===== src/rtl/fifo_drop_guard.sv =====
// Overload guard in front of sram_fifo: FWFT buffer that discards arbiter words
// while the downstream FIFO is near-full, then inserts one loss-count marker.
module fifo_drop_guard #(
  parameter int          DEPTH_LOG2 = 3,
  parameter logic [7:0]  MARKER_HDR = 8'hF0
) (
  input  logic        BUS_CLK,
  input  logic        BUS_RST_N,
  input  logic        DROP_EN,
  input  logic        FIFO_NEAR_FULL,
  input  logic        IN_WRITE,
  input  logic [31:0] IN_DATA,
  output logic        IN_READY,
  output logic [31:0] OUT_DATA,
  output logic        OUT_EMPTY,
  input  logic        OUT_READ_NEXT,
  output logic        DROPPING,
  output logic [31:0] TOTAL_DROP
);

  localparam int DEPTH = 1 << DEPTH_LOG2;
  localparam int PW    = DEPTH_LOG2 + 1;

  typedef enum logic [1:0] {PASS, DROP, MARK} state_t;

  state_t                  state, state_n;
  logic [PW-1:0]           wr_ptr, rd_ptr, wr_ptr_n, rd_ptr_n;
  logic                    full_q, empty_q;
  logic [DEPTH-1:0][31:0]  mem;
  logic [31:0]             out_data_q;
  logic [23:0]             drop_cnt, drop_cnt_n;
  logic [31:0]             total_drop, total_drop_n;
  logic                    wr_en, rd_en;
  logic [31:0]             wr_data;

  // Ready depends only on registered state, never on OUT_READ_NEXT.
  assign IN_READY   = BUS_RST_N & ((state == PASS) ? !full_q : (state == DROP));
  assign OUT_DATA   = out_data_q;
  assign OUT_EMPTY  = empty_q;
  assign DROPPING   = (state == DROP);
  assign TOTAL_DROP = total_drop;
  assign rd_en      = OUT_READ_NEXT & !empty_q;

  always_comb begin
    state_n      = state;
    wr_en        = 1'b0;
    wr_data      = IN_DATA;
    drop_cnt_n   = drop_cnt;
    total_drop_n = total_drop;
    case (state)
      PASS: begin
        wr_en = IN_WRITE & !full_q;
        if (DROP_EN & FIFO_NEAR_FULL) state_n = DROP;
      end
      DROP: begin
        if (IN_WRITE) begin
          if (drop_cnt != 24'hFFFFFF)     drop_cnt_n   = drop_cnt + 24'd1;
          if (total_drop != 32'hFFFFFFFF) total_drop_n = total_drop + 32'd1;
        end
        // Losing DROP_EN asks to leave just like the overload ending does.
        if ((!FIFO_NEAR_FULL | !DROP_EN) & !full_q)
          state_n = (drop_cnt_n != 24'd0) ? MARK : PASS;
      end
      MARK: begin
        if (!full_q) begin
          wr_en      = 1'b1;
          wr_data    = {MARKER_HDR, drop_cnt};
          drop_cnt_n = 24'd0;
          state_n    = PASS;
        end
      end
      default: state_n = PASS;
    endcase
    wr_ptr_n = wr_ptr + {{DEPTH_LOG2{1'b0}}, wr_en};
    rd_ptr_n = rd_ptr + {{DEPTH_LOG2{1'b0}}, rd_en};
  end

  always_ff @(posedge BUS_CLK) begin
    if (BUS_RST_N && wr_en) mem[wr_ptr[DEPTH_LOG2-1:0]] <= wr_data;
  end

  always_ff @(posedge BUS_CLK) begin
    if (!BUS_RST_N) begin
      state      <= PASS;
      wr_ptr     <= '0;
      rd_ptr     <= '0;
      full_q     <= 1'b0;
      empty_q    <= 1'b1;
      out_data_q <= '0;
      drop_cnt   <= '0;
      total_drop <= '0;
    end else begin
      state      <= state_n;
      wr_ptr     <= wr_ptr_n;
      rd_ptr     <= rd_ptr_n;
      full_q     <= (wr_ptr_n[DEPTH_LOG2] != rd_ptr_n[DEPTH_LOG2]) &&
                    (wr_ptr_n[DEPTH_LOG2-1:0] == rd_ptr_n[DEPTH_LOG2-1:0]);
      // Output side sees writes one edge late: the head register needs the RAM word settled.
      empty_q    <= (wr_ptr == rd_ptr_n);
      if (wr_ptr != rd_ptr_n) out_data_q <= mem[rd_ptr_n[DEPTH_LOG2-1:0]];
      drop_cnt   <= drop_cnt_n;
      total_drop <= total_drop_n;
    end
  end

endmodule


===== config.mk =====
export PLATFORM = sky130hd
export DESIGN_NAME = fifo_drop_guard
export DESIGN_NICKNAME = d
export VERILOG_FILES = /design/src/rtl/fifo_drop_guard.sv
export SDC_FILE = /design/constraint.sdc
export NUM_CORES = 1
export LEC_CHECK = 0
export BUFFER_PORTS_ARGS = -buffer_cell sky130_fd_sc_hd__buf_4
export CORE_MARGIN = 2
export CORE_UTILIZATION = 60
export DETAILED_ROUTE_END_ITERATION = 10
export PLACE_DENSITY = 0.79
export SLEW_MARGIN = 0
export SYNTH_ARGS = -nofsm -noshare
export SYNTH_HDL_FRONTEND = slang
export SYNTH_SLANG_ARGS = --single-unit

===== constraint.sdc =====
create_clock -name BUS_CLK -period 4.35 [get_ports BUS_CLK]
set_input_delay 0.2175 -clock BUS_CLK [delete_from_list [all_inputs] [get_ports BUS_CLK]]
set_output_delay 0.2175 -clock BUS_CLK [all_outputs]
set_load 0.05 [all_outputs]

==> results.txt <==
- For this block, the initial DRC count from the detailed router was between 700 and 800.
* Setup repair after global routing missed its margin: false
- At the pin with the least slew margin, the transition time is approximately 1 ns.
- Sink count of the clock tree: about 360
* Delay of the slowest critical-path stage: roughly 0.67 ns
* Post-CTS resize count: 0
- Combined area of the multi-input logic cells: ~4900 sq um
- After synthesis, the cell types taking the most area are sky130_fd_sc_hd__edfxtp_1, sky130_fd_sc_hd__dfxtp_1, sky130_fd_sc_hd__mux4_2.
- Number of cells on the critical path: 7
- The internal power of the cells totals between 6000 and 7000 uW.
* Horizontal die dimension: about 160 um
- In the synthesized netlist the dominant register cell turns out to be sky130_fd_sc_hd__edfxtp_1.
- TritonCTS built the clock tree.
* Series of cell instances along the critical path: nand4_1 -> or4_1 -> o31a_1 -> nor4b_1 -> or3_1 -> a211oi_1 -> a311oi_1
* Post-route insts no fill: 1,466
* Synth unique cells: 56
- Synthesized net count: 1,060
- Synthesis-stage register bit count: approximately 360
* Top cell type by total area after synthesis: sky130_fd_sc_hd__edfxtp_1
* Routed len/inst: around 22 um
- Of the total power, the share spent switching nets is between 20% and 30%.
- The worst setup path is captured at a register.
* Routability Congestion: between 0.9 and 1
- Core Region: 24,250 sq um
- Data arrives at the worst endpoint at around 3.4 ns.
* Most used standard cells in the synthesized netlist: sky130_fd_sc_hd__edfxtp_1, sky130_fd_sc_hd__nor2_1, sky130_fd_sc_hd__dfxtp_1
- In the synthesized netlist, the number of instances is between 1,000 and 1,500.
- In this run the number of H-tree levels came out at 2.
- The synthesized design devotes to its leading area cell type a little over half of total area.
* Share of total power in combinational logic: 16.8%
* Dpl ws: ~1.5 ns
- Drt pass-1 iters: 5
- After detailed routing, the total wire length is between 30,000 and 40,000 um.
- Clock tree synthesis inserted a total of 37 buffers.
- WHS Endpoint: mem[156]
- Final #Nets: about 1,200
* CP bufs+invs: 0
- The worst register-to-register path begins at drop_cnt[17].
- Minimum setup slack in the final design: between 1 and 1.5 ns
- STA classifies the critical path startpoint as a register.
- The total count of hold-check failures in the final report was 0.
- Register share of total power: 47.0%
* Die H: about 160 um
* Worst Reg2Reg Path Length in Cells: 7
- Power Total: between 8000 and 9000 uW
* Antenna violation net count after detailed routing: 0
- Summed instance area of the synthesized netlist: 14,780 sq um
* Layout cell share with drive strength beyond 1: between 20% and 30%
* Net switching power figure: 2170 uW
* Row cnt: 57
- In this run the worst hold path is classified as in2reg.
- After detailed routing, the number of remaining DRC violations is 0.
- The number of placed instances, taps included, is between 1,000 and 1,500.
* Beginning of the worst hold path: IN_DATA[28]
- Final count of pins violating max slew: 0
* Worst-case vdd ir drop: around 460 uV
- Clock slew at reported path FFs: ~0.060 ns
- Across all register-to-register paths, the minimum setup slack is about 1.4 ns.
- Of all nets on the critical path, the largest fanout is 11.
- Wire length of the first global-routing pass: about 50,000 um
* FF/Latch Area: ~9700 sq um
- For this design the ratio of total power to cell area is about 480 nW/um^2.
- Summed over all cells, the static leakage comes to roughly 0.0057 uW.
- Entering global routing, the biggest net connects 57 pins.
- Worst-case clock skew: 0.02036 ns
- After legalization and detailed placement, the total HPWL measured 19,940 um.
* Hold Path Cell Cnt: 2
- For this run, the register share of the synthesized area comes to about two thirds.
- The worst register-to-register path ends at state[1].
* Number of enable flip-flop cells after synthesis: ~260
- PortBufs: between 100 and 150
- Clock tree root buffer cell: sky130_fd_sc_hd__clkbuf_16
* Most common cell in the synthesized netlist: sky130_fd_sc_hd__edfxtp_1
- The average instance in the mapped netlist occupies about 15 sq um.
* Clock power frac: 36.2%
- Syn. warnings: 0
- Summed over all layers, the global routing overflow is 0.
- At the later pin of the worst-skew pair, clock insertion delay measures slightly above 0.5 ns.
- Once the floorplan was initialized, standard cells occupied 60.96% of the core.
* Slew HR: between 30 and 40%
- Number of antenna violations at the first check in global routing: 1
* Full die area: 25,910 sq um
- Async set-or-reset flop fraction in the synthesized netlist: 0%
- The run finished with clean final reports.
- Cell at the slowest stage of the critical path: sky130_fd_sc_hd__or4_1
- In this run the cell area measured after placement is 15,970 sq um.
- The clock period could shrink to slightly below 3 ns.
* Required time of the worst setup path: ~4.7 ns
* Via count of the first global-routing pass: just under 9,000
- Type of the worst setup path: reg2reg
- Max-cap violation count: 0
- IO Pins: ~110
* Family with the most delay on the worst path: simple AND/OR/NAND/NOR gates
* Layout overhead on the synthesized area: 15.84%
* F_max: between 300 and 400 MHz
- Of the available clock period, the critical path in the final layout requires 68.31%.
- Final total negative setup slack: 0 ns
* Final design area excluding fillers: about 17,000 sq um
- Global routing usage summed across all routing layers: between 20% and 30%
- Counting along the longest clock path gives a buffer depth of 3.
- Final count of negative-setup-slack endpoints: 0
* Layout filler cell count: between 1,500 and 2,000
- Via count normalized by instance count: 6.119
- Number of vias in the routed layout: approximately 9,000
cells by family after synthesis:
group                    synth area share [%]
flip-flops                              65.55
AO/OA/AOI/OAI                           5.070
XOR/XNOR                                3.081
multiplexers                            13.81
AND/OR/NAND/NOR                         9.971
adder cells (fa/ha/maj)                0.5079
buffers and inverters                   2.006
final cells by class:
class / count / share of cell area [%]
diodes: 1 / 0.01461
clock buffers: 45 / 5.583
clock inverters: 19 / 0.9865
inverters: 6 / 0.1315
multi-input cells: 586 / 28.56
flip-flops and latches: 356 / 56.59
well taps: 324 / 2.368
repair buffers: 129 / 5.773
worst max path at each step:
stage	start	endpoint
after floorplan	IN_WRITE	mem[32]
after global placement	drop_cnt[6]	state[1]
after detailed placement	drop_cnt[17]	state[1]
after CTS	drop_cnt[17]	state[1]
after global routing	drop_cnt[8]	state[1]
final	drop_cnt[17]	state[1]
state kept, by name, indices dropped and copies added, names as in the netlist:
name and flops:
rd_ptr 4, state 2, drop_cnt 24, wr_ptr 4, OUT_EMPTY 1, OUT_DATA 32
full_q 1, TOTAL_DROP 32, mem 256
layer usage:
| layer | up-vias | GRT usage, % | share of wire (%) | wire, um |
|---|---|---|---|---|
| met5 | - | 0 | 0 | 0 |
| met4 | 0 | 6.940 | 2.3 | 746 |
| met3 | 59 | 3.745 | 5.5 | 1769 |
| met2 | 290 | 41.81 | 50 | 15930 |
| met1 | 4521 | 34.92 | 42 | 13580 |
| li1 | 4100 | - | - | - |
timing repair:
item | CTS | global route
buffers inserted | 0 | 0
hold endpoints to repair | 2 | 0
setup endpoints to repair | 0 | 0
hold buffers | 3 | 0
metrics by stage:
step	hold slack, ns	utilization (%)
detailed placement	0.4928	65.84
CTS	0.06944	70.60
global placement	0.4859	65.84
floorplan	0.3541	-
finish	0.08075	70.61
global route	0.09343	70.60
placed cells by master, fill, tap and decap left out, types with 33 or more instances in the layout:
cell type and instances:
sky130_fd_sc_hd__buf_4 125, sky130_fd_sc_hd__a211oi_1 36, sky130_fd_sc_hd__nand2_1 42, sky130_fd_sc_hd__nor2_1 107, sky130_fd_sc_hd__edfxtp_1 256, sky130_fd_sc_hd__mux2i_1 33
sky130_fd_sc_hd__mux4_2 64, sky130_fd_sc_hd__nand3_1 35, sky130_fd_sc_hd__clkbuf_16 37, sky130_fd_sc_hd__dfxtp_1 100
power by group through the flow:
stage / sequential [uW] / clock [uW] / combinational, uW
CTS: 3860 / 3020 / 1400
floorplan: 4280 / 0 / 647
global route: 3870 / 3150 / 1480
finish: 3860 / 2970 / 1380
global placement: 3920 / 0 / 1370
detailed placement: 3930 / 0 / 1390
(Power assumes the default switching activity.)
